[src/rtl/mem_bus_unit_if.sv]
// Bus bundle between the core, the memory-bus unit and the ROM/RAM.
// Handshake: the core raises fetch_req or ls_req with its address/data and holds
// them until the matching one-cycle fetch_valid/ls_valid pulse; the unit ignores
// any change on the request side after it has accepted the request. Memories
// are synchronous-read: data appears the cycle after rom_en/ram_re.
interface mem_bus_unit_if #(
    parameter int DATA_W = 16,
    parameter int ADDR_W = 6
) ();
    logic              fetch_req;
    logic [ADDR_W-1:0] fetch_addr;
    logic [DATA_W-1:0] fetch_data;
    logic              fetch_valid;
    logic              ls_req;
    logic              ls_we;
    logic [ADDR_W-1:0] ls_addr;
    logic [DATA_W-1:0] ls_wdata;
    logic [DATA_W-1:0] ls_rdata;
    logic              ls_valid;
    logic              stall;
    logic              rom_en;
    logic [ADDR_W-1:0] rom_addr;
    logic [DATA_W-1:0] rom_data;
    logic              ram_re;
    logic              ram_we;
    logic [ADDR_W-1:0] ram_addr;
    logic [DATA_W-1:0] ram_wdata;
    logic [DATA_W-1:0] ram_rdata;

    // The memory-bus unit itself.
    modport slave (
        input  fetch_req, fetch_addr, ls_req, ls_we, ls_addr, ls_wdata,
               rom_data, ram_rdata,
        output fetch_data, fetch_valid, ls_rdata, ls_valid, stall,
               rom_en, rom_addr, ram_re, ram_we, ram_addr, ram_wdata
    );

    // Core plus memories, seen from outside the unit.
    modport master (
        output fetch_req, fetch_addr, ls_req, ls_we, ls_addr, ls_wdata,
               rom_data, ram_rdata,
        input  fetch_data, fetch_valid, ls_rdata, ls_valid, stall,
               rom_en, rom_addr, ram_re, ram_we, ram_addr, ram_wdata
    );
endinterface

[src/rtl/mem_bus_unit.sv]
// Memory-bus unit: serialises instruction fetches and load/stores onto a
// synchronous-read ROM and RAM with configurable wait states, and stalls the
// core while an access is in flight. Loads win over fetches in IDLE.
module mem_bus_unit #(
    parameter int DATA_W   = 16,
    parameter int ADDR_W   = 6,
    parameter int ROM_WAIT = 0,
    parameter int RAM_WAIT = 1
) (
    input  logic          clk,
    input  logic          reset,
    mem_bus_unit_if.slave bus,
    output logic [1:0]    dbg_state
);
    typedef enum logic [1:0] {
        IDLE   = 2'd0,
        ACCESS = 2'd1,
        RESP   = 2'd2
    } state_t;

    localparam logic [3:0] ROM_CNT = 4'(ROM_WAIT);
    localparam logic [3:0] RAM_CNT = 4'(RAM_WAIT);

    state_t            state;
    logic [3:0]        wait_cnt;
    logic              chan_ram;     // 1 = RAM access, 0 = ROM fetch
    logic              we_q;         // accepted access is a store
    logic [ADDR_W-1:0] rom_addr_q;
    logic [ADDR_W-1:0] ram_addr_q;
    logic [DATA_W-1:0] ram_wdata_q;
    logic              rom_en_q;
    logic              ram_re_q;
    logic              ram_we_q;
    logic              fetch_valid_q;
    logic              ls_valid_q;
    logic [DATA_W-1:0] fetch_hold;
    logic [DATA_W-1:0] ls_hold;

    // Request acceptance, wait-state counting and response sequencing.
    always_ff @(posedge clk) begin
        if (reset) begin
            state         <= IDLE;
            wait_cnt      <= '0;
            chan_ram      <= 1'b0;
            we_q          <= 1'b0;
            rom_addr_q    <= '0;
            ram_addr_q    <= '0;
            ram_wdata_q   <= '0;
            rom_en_q      <= 1'b0;
            ram_re_q      <= 1'b0;
            ram_we_q      <= 1'b0;
            fetch_valid_q <= 1'b0;
            ls_valid_q    <= 1'b0;
            fetch_hold    <= '0;
            ls_hold       <= '0;
        end else begin
            case (state)
                IDLE: begin
                    if (bus.ls_req) begin
                        chan_ram   <= 1'b1;
                        we_q       <= bus.ls_we;
                        ram_addr_q <= bus.ls_addr;
                        if (bus.ls_we) begin
                            ram_wdata_q <= bus.ls_wdata;
                        end
                        ram_we_q   <= bus.ls_we;
                        ram_re_q   <= ~bus.ls_we;
                        wait_cnt   <= RAM_CNT;
                        state      <= ACCESS;
                    end else if (bus.fetch_req) begin
                        chan_ram   <= 1'b0;
                        we_q       <= 1'b0;
                        rom_addr_q <= bus.fetch_addr;
                        rom_en_q   <= 1'b1;
                        wait_cnt   <= ROM_CNT;
                        state      <= ACCESS;
                    end
                end
                ACCESS: begin
                    // A store writes only in its first ACCESS cycle.
                    ram_we_q <= 1'b0;
                    if (wait_cnt == 4'd0) begin
                        rom_en_q      <= 1'b0;
                        ram_re_q      <= 1'b0;
                        fetch_valid_q <= ~chan_ram;
                        ls_valid_q    <= chan_ram;
                        state         <= RESP;
                    end else begin
                        wait_cnt <= wait_cnt - 4'd1;
                    end
                end
                RESP: begin
                    // Memory data from the last enabled cycle is on the bus now;
                    // keep it so the data outputs hold after the valid pulse.
                    if (chan_ram && !we_q) begin
                        ls_hold <= bus.ram_rdata;
                    end
                    if (!chan_ram) begin
                        fetch_hold <= bus.rom_data;
                    end
                    fetch_valid_q <= 1'b0;
                    ls_valid_q    <= 1'b0;
                    state         <= IDLE;
                end
                default: begin
                    state <= IDLE;
                end
            endcase
        end
    end

    assign bus.rom_en      = rom_en_q;
    assign bus.rom_addr    = rom_addr_q;
    assign bus.ram_re      = ram_re_q;
    assign bus.ram_we      = ram_we_q;
    assign bus.ram_addr    = ram_addr_q;
    assign bus.ram_wdata   = ram_wdata_q;
    assign bus.fetch_valid = fetch_valid_q;
    assign bus.ls_valid    = ls_valid_q;

    // The read result is only on the memory bus during RESP, so it is
    // forwarded there and served from the hold register afterwards.
    assign bus.fetch_data = (state == RESP && !chan_ram) ? bus.rom_data : fetch_hold;
    assign bus.ls_rdata   = (state == RESP && chan_ram && !we_q) ? bus.ram_rdata : ls_hold;

    assign bus.stall = (state == ACCESS) ||
                       (state == IDLE && (bus.fetch_req || bus.ls_req));

    assign dbg_state = state;
endmodule

[src/flat_wrapper.sv]
// flat-port wrapper written by rule: the top's interface ports become plain ports
module mem_bus_unit_flat 
#(
    parameter int DATA_W   = 16,
    parameter int ADDR_W   = 6,
    parameter int ROM_WAIT = 0,
    parameter int RAM_WAIT = 1
)
  (clk, reset, dbg_state, bus_fetch_req, bus_fetch_addr, bus_ls_req, bus_ls_we, bus_ls_addr, bus_ls_wdata, bus_rom_data, bus_ram_rdata, bus_fetch_data, bus_fetch_valid, bus_ls_rdata, bus_ls_valid, bus_stall, bus_rom_en, bus_rom_addr, bus_ram_re, bus_ram_we, bus_ram_addr, bus_ram_wdata);
  mem_bus_unit_if #(.DATA_W(DATA_W), .ADDR_W(ADDR_W)) bus_i ();
  input  logic clk;
  input  logic reset;
  output logic [1:0] dbg_state;
  input wire logic [$bits(bus_i.fetch_req)-1:0] bus_fetch_req;
  input wire logic [$bits(bus_i.fetch_addr)-1:0] bus_fetch_addr;
  input wire logic [$bits(bus_i.ls_req)-1:0] bus_ls_req;
  input wire logic [$bits(bus_i.ls_we)-1:0] bus_ls_we;
  input wire logic [$bits(bus_i.ls_addr)-1:0] bus_ls_addr;
  input wire logic [$bits(bus_i.ls_wdata)-1:0] bus_ls_wdata;
  input wire logic [$bits(bus_i.rom_data)-1:0] bus_rom_data;
  input wire logic [$bits(bus_i.ram_rdata)-1:0] bus_ram_rdata;
  output wire logic [$bits(bus_i.fetch_data)-1:0] bus_fetch_data;
  output wire logic [$bits(bus_i.fetch_valid)-1:0] bus_fetch_valid;
  output wire logic [$bits(bus_i.ls_rdata)-1:0] bus_ls_rdata;
  output wire logic [$bits(bus_i.ls_valid)-1:0] bus_ls_valid;
  output wire logic [$bits(bus_i.stall)-1:0] bus_stall;
  output wire logic [$bits(bus_i.rom_en)-1:0] bus_rom_en;
  output wire logic [$bits(bus_i.rom_addr)-1:0] bus_rom_addr;
  output wire logic [$bits(bus_i.ram_re)-1:0] bus_ram_re;
  output wire logic [$bits(bus_i.ram_we)-1:0] bus_ram_we;
  output wire logic [$bits(bus_i.ram_addr)-1:0] bus_ram_addr;
  output wire logic [$bits(bus_i.ram_wdata)-1:0] bus_ram_wdata;
  assign bus_i.fetch_req = bus_fetch_req;
  assign bus_i.fetch_addr = bus_fetch_addr;
  assign bus_i.ls_req = bus_ls_req;
  assign bus_i.ls_we = bus_ls_we;
  assign bus_i.ls_addr = bus_ls_addr;
  assign bus_i.ls_wdata = bus_ls_wdata;
  assign bus_i.rom_data = bus_rom_data;
  assign bus_i.ram_rdata = bus_ram_rdata;
  assign bus_fetch_data = bus_i.fetch_data;
  assign bus_fetch_valid = bus_i.fetch_valid;
  assign bus_ls_rdata = bus_i.ls_rdata;
  assign bus_ls_valid = bus_i.ls_valid;
  assign bus_stall = bus_i.stall;
  assign bus_rom_en = bus_i.rom_en;
  assign bus_rom_addr = bus_i.rom_addr;
  assign bus_ram_re = bus_i.ram_re;
  assign bus_ram_we = bus_i.ram_we;
  assign bus_ram_addr = bus_i.ram_addr;
  assign bus_ram_wdata = bus_i.ram_wdata;
  mem_bus_unit #(.DATA_W(DATA_W), .ADDR_W(ADDR_W), .ROM_WAIT(ROM_WAIT), .RAM_WAIT(RAM_WAIT)) u_core (.clk(clk), .reset(reset), .bus(bus_i), .dbg_state(dbg_state));
endmodule
[config.mk]
export PLATFORM = sky130hd
export DESIGN_NAME = mem_bus_unit_flat
export DESIGN_NICKNAME = d
export VERILOG_FILES = /design/src/rtl/mem_bus_unit_if.sv /design/src/rtl/mem_bus_unit.sv /design/src/flat_wrapper.sv
export SDC_FILE = /design/constraint.sdc
export NUM_CORES = 1
export LEC_CHECK = 0
export ABC_AREA = 1
export CAP_MARGIN = 20
export CELL_PAD_IN_SITES_DETAIL_PLACEMENT = 1
export CELL_PAD_IN_SITES_GLOBAL_PLACEMENT = 1
export CORE_ASPECT_RATIO = 0.6
export CORE_MARGIN = 5
export CORE_UTILIZATION = 31
export CTS_CLUSTER_SIZE = 12
export DETAILED_ROUTE_END_ITERATION = 8
export DONT_BUFFER_PORTS = 1
export PLACE_DENSITY = 0.6
export SYNTH_ARGS = -nofsm -noshare
export SYNTH_HDL_FRONTEND = slang
export SYNTH_SLANG_ARGS = --single-unit
[constraint.sdc]
create_clock -name clk -period 3.4 [get_ports clk]
set_input_delay 0.85 -clock clk [delete_from_list [all_inputs] [get_ports clk]]
set_output_delay 0.85 -clock clk [all_outputs]
set_load 0.01 [all_outputs]
* Word-level counts from Yosys, hierarchy flattened *
Cells that the tools add are included.

storage, ports and cells
  input port bits = 65
  output and inout port bits = 68
  word-level logic and storage cells = 77
  register bits = 73

cells by class
  reductions and logical operators = 26
  bitwise logic cells = 3
  add/sub/neg operators = 1
  equal/unequal tests = 8
  mux-type cells = 25

operator list
  cell                                                                number
  16-bit 2-to-1 mux                                                   2
  2-bit AND reduction                                                 7
  4-bit 2-to-1 mux                                                    3
  3-bit AND reduction                                                 4
  1-bit 2-to-1 mux                                                    10
  1-bit one-hot mux with 2 select lines                               5
  2-bit != test, second input constant                                4
  4-bit one-hot mux with 2 select lines                               1
  2-bit 2-to-1 mux                                                    3
  2-bit nonzero test                                                  3
  1-bit logical AND                                                   5
  4-bit logical NOT                                                   1
  2-bit one-hot mux with 2 select lines                               1
  4-bit AND reduction                                                 1
  4-bit by 1-bit subtractor with 4-bit output, second input constant  1
  3-bit != test, second input constant                                1
  1-bit NOT                                                           3
  2-bit by 1-bit == test with 1-bit output, second input constant     1
  2-bit == test, second input constant                                1
  1-bit logical NOT                                                   2
  2-bit logical NOT                                                   1
  1-bit logical OR                                                    2
  2-bit by 1-bit != test with 1-bit output, second input constant     1

* Depth between registers and ports, before layout *
  word-level depth = 4
  mapped depth = 8
  depth with buffers taken out = 8

* Worst setup path before layout *
OpenSTA, ideal clock, no wires.

  path kind = in2out
  from = in bus_ls_req
  to = out bus_stall
  stages = 2
  buffers on the path = 0
  path slack = 1.285 ns
  data arrival time = 1.265 ns
  required time = 2.550 ns
  cells stage by stage = o21ai_2 -> nand2_1

between the ends
  cells in the longest elaborated chain, start to end = 3

RTL lines
  what                line                 source
  start: declaration  flat_wrapper.sv:16   input wire logic [$bits(bus_i.ls_req)-1:0] bus_ls_req;
  1-bit logical OR    mem_bus_unit.sv:127  (state == IDLE && (bus.fetch_req || bus.ls_req));
  1-bit logical AND   mem_bus_unit.sv:127
  1-bit logical OR    mem_bus_unit.sv:126  assign bus.stall = (state == ACCESS) ||
  end: declaration    flat_wrapper.sv:26   output wire logic [$bits(bus_i.stall)-1:0] bus_stall;

No other way between the ends.

* Worst setup path after layout *
  from = reg u_core.state[1], in the netlist u_core.dbg_state[1]
  to = out bus_fetch_data[6]

between the ends
  cells in the longest elaborated chain, start to end = 3

RTL lines
  what                      line                 source
  start: declaration        mem_bus_unit.sv:24   state_t state;
  start signal: assignment  mem_bus_unit.sv:42   state <= IDLE;
  start signal: assignment  mem_bus_unit.sv:69   state <= ACCESS;
  start signal: assignment  mem_bus_unit.sv:76   state <= ACCESS;
  2-bit == test             mem_bus_unit.sv:123  assign bus.fetch_data = (state == RESP && !chan_ram) ? bus.rom_data : fetch_hold;
  1-bit logical AND         mem_bus_unit.sv:123
  16-bit 2-to-1 mux         mem_bus_unit.sv:123
  end: declaration          flat_wrapper.sv:22   output wire logic [$bits(bus_i.fetch_data)-1:0] bus_fetch_data;

No other way between the ends.

==> impl_metrics.csv <==
group,metric,value,unit
status,status,"finished clean",
timing,fin_crit_sh,0.7947,
placement,post-dp-hpwl,5837,um
setup_path,end_kind,"output pin",
clock_tree,post_cts_buffers,0,
yosys,synth_top_area_share,0.4496,
setup_path,start_kind,"flip-flop",
timing,slew_viol_final,0,
yosys,ys_ff_latch,73,
yosys,async_reset_ff_frac,0,
timing,worst_slew_pin_slew,0.8573,ns
clock_tree,insertion_delay,0.33,ns
setup_path,critPathBufInv,2,
placement,gp_congestion,0.7373,
route,avgRoutedWirePerCell,14.04,um
floorplan,die_area,12700,um^2
yosys,syn_area_per_cell,7.740,um^2
pwr,p_leak,1.791,nW
floorplan,io_pins,133,
clock_tree,path_clk_slew,0.06,ns
setup_path,crit_slowest_cell,"dfxtp_1",
timing,fin_tns_setup,0,ns
floorplan,rows,29,
clock_tree,cts-resized-gates,0,
setup_path,cp_max_fo,32,
timing,finalSetupViolations,0,
clock_tree,cts-buffers-inserted,9,
yosys,yosys.cell_count.top_type,"nor2_1",
clock_tree,clockRootBuffer,"clkbuf_16",
route,drtIter0Drc,79,
timing,finalClockSkew,0.008026,ns
yosys,syn_nets,487,
yosys,synth_area_leaders,"dfxtp_1 45%, nor2_1 9.6%, inv_1 9.2%",
setup_path,crit_chain,"inv_2 -> nor2_4 -> nand2_4 -> o21ai_2 -> inv_1",
timing,rsz0062_at_grt,"no",
route,dr.pass1.iters,4,
yosys,synth_common_cells,"83 x nor2_1, 80 x inv_1, 73 x dfxtp_1",
yosys,yosysTopAreaCell,"dfxtp_1",
route,vias_per_cell,4.410,
setup_path,required,2.55,ns
clock_tree,htreeDepth,3,
floorplan,dieHeight,89.32,um
pwr,peakVddDrop,0.2586,mV
yosys,synth_cells,420,
timing,max_freq,370.1,MHz
route,ant_nets,0,
placement,place_area,3299,um^2
yosys,synth-seq-area-share,0.4496,
yosys,syn_area,3251,um^2
clock_tree,clockBufferDepth,2,
clock_tree,holdBufCountCts,0,
timing,finalHoldViolCount,0,
global_route,antenna_found_initial,0,
final_layout,drive_gt1_frac,0.2506,
route,wl,7835,um
floorplan,core_area,10410,um^2
global_route,grt_usage,0.1246,
final_layout,stdcell_area,3573,um^2
yosys,synth_ff_type,"dfxtp_1",
global_route,grt_pass1_vias,2488,
floorplan,start_util,0.3121,
floorplan,die_w,142.2,um
run,max-cap-violations,0,
final_layout,area.growth.synth_to_final,9.931,%
min_path,min_path_type,"flip-flop to flip-flop",
setup_path,slowest_delay,0.52,ns
setup_path,critPathKind,"flip-flop to output pin",
global_route,grt_pass1_wl,12450,um
global_route,grt_overflow,0,
route,drc,0,
yosys,synth-edff-count,0,
placement,port-buffer-count,0,
yosys,synth_warnings,0,
timing,slew_headroom,0.4278,
global_route,grt_max_degree,43,
final_layout,nets,481,
clock_tree,cts_tree,"built",
route,vias,2461,
yosys,yosys.cell_types.count,22,
final_layout,diodes,0,
clock_tree,cts_sinks,73,
setup_path,path_delay_family,"flip-flops",
setup_path,cp.arrival,1.85,ns
timing,min_period,2.702,ns
pwr,powerDensity,647.0,nW/um^2
final_layout,fillerInstances,1270,
==> flip-flops by register name, summed over array words and instances, names as in the netlist <==
signal / count
u_core.bus.fetch_valid: 1
u_core.bus.ls_valid: 1
u_core.bus.ram_addr: 6
u_core.bus.ram_re: 1
u_core.bus.ram_wdata: 16
u_core.bus.ram_we: 1
u_core.bus.rom_addr: 6
u_core.bus.rom_en: 1
u_core.chan_ram: 1
u_core.dbg_state: 2
u_core.fetch_hold: 16
u_core.ls_hold: 16
u_core.wait_cnt: 4
u_core.we_q: 1
==> report_power, final <==
| part | total (mW) | switching (mW) | internal [mW] |
|---|---|---|---|
| Combinational | 0.414 | 0.284 | 0.130 |
| Clock | 0.869 | 0.358 | 0.511 |
| Sequential | 1.03 | 0.0841 | 0.945 |
| Total | 2.31 | 0.726 | 1.59 |
==> cells in the final DEF, fill, tap and decap left out, drive strengths merged <==
master,n
nand3,9
clkinv,4
dfxtp,73
inv,83
ha,2
nor2,102
clkbuf,11
a21oi,12
nand2,60
o21ai,62
clkinvlp,1
==> stage by stage <==
stage          setup slack (ns)    util  cells  power (mW)  hold slack, ns
6_report                 0.6981  0.3431    558       2.312          0.4558
5_1_grt                  0.5470  0.3431    558       2.465          0.4824
4_1_cts                  0.6571  0.3431    558       2.365          0.4631
3_5_place_dp              1.040  0.3168    542       1.473          0.4548
3_3_place_gp              1.081  0.3168    542       1.455          0.4452
2_1_floorplan             1.285       -    420       1.398          0.4411
==> cell type report <==
| type | count | area (um^2) | area share |
|---|---|---|---|
| clock inverter | 5 | 31.28 | 0.008753 |
| tap | 139 | 173.9 | 0.04867 |
| inverter | 83 | 314.1 | 0.08789 |
| clock buffer | 11 | 242.7 | 0.06793 |
| sequential | 73 | 1461 | 0.4090 |
| multi-input combinational | 247 | 1350 | 0.3778 |
==> worst register-to-register path: stages (launching register included) <==
cell	delay [ns]
dfxtp_1	0.52
inv_2	0.09
nor2_4	0.18
nand2_4	0.30
o21ai_2	0.31
nor2_2	0.04
==> logic make-up (layout without fill, tap and decap cells) <==
family,after synthesis,in the layout,synth area share
flip-flops,73,73,0.4496
adder cells (fa/ha/maj),2,2,0.007697
AND/OR/NAND/NOR,171,171,0.2521
buffers and inverters,100,99,0.1351
AO/OA/AOI/OAI,74,74,0.1555
==> worst paths after layout <==
path,slack (ns),to,cells past startpoint,start
worst max-delay path,0.70,bus_fetch_data[6],5,u_core.dbg_state[1]
worst min-delay path,0.46,u_core.chan_ram,2,u_core.chan_ram
worst max register to register,1.84,u_core.fetch_hold[6],5,u_core.dbg_state[1]
worst min register to register,0.46,u_core.chan_ram,2,u_core.chan_ram
==> routing by layer <==
metal,wire length (um),part of all wire,track usage,up-vias
met3,622,0.079,0.05719,8
met5,0,0,0,-
met2,3405,0.43,0.1908,74
li1,-,-,-,1260
met4,96,0.012,0.04443,0
met1,3711,0.47,0.1555,1119
(Power assumes the default switching activity.)
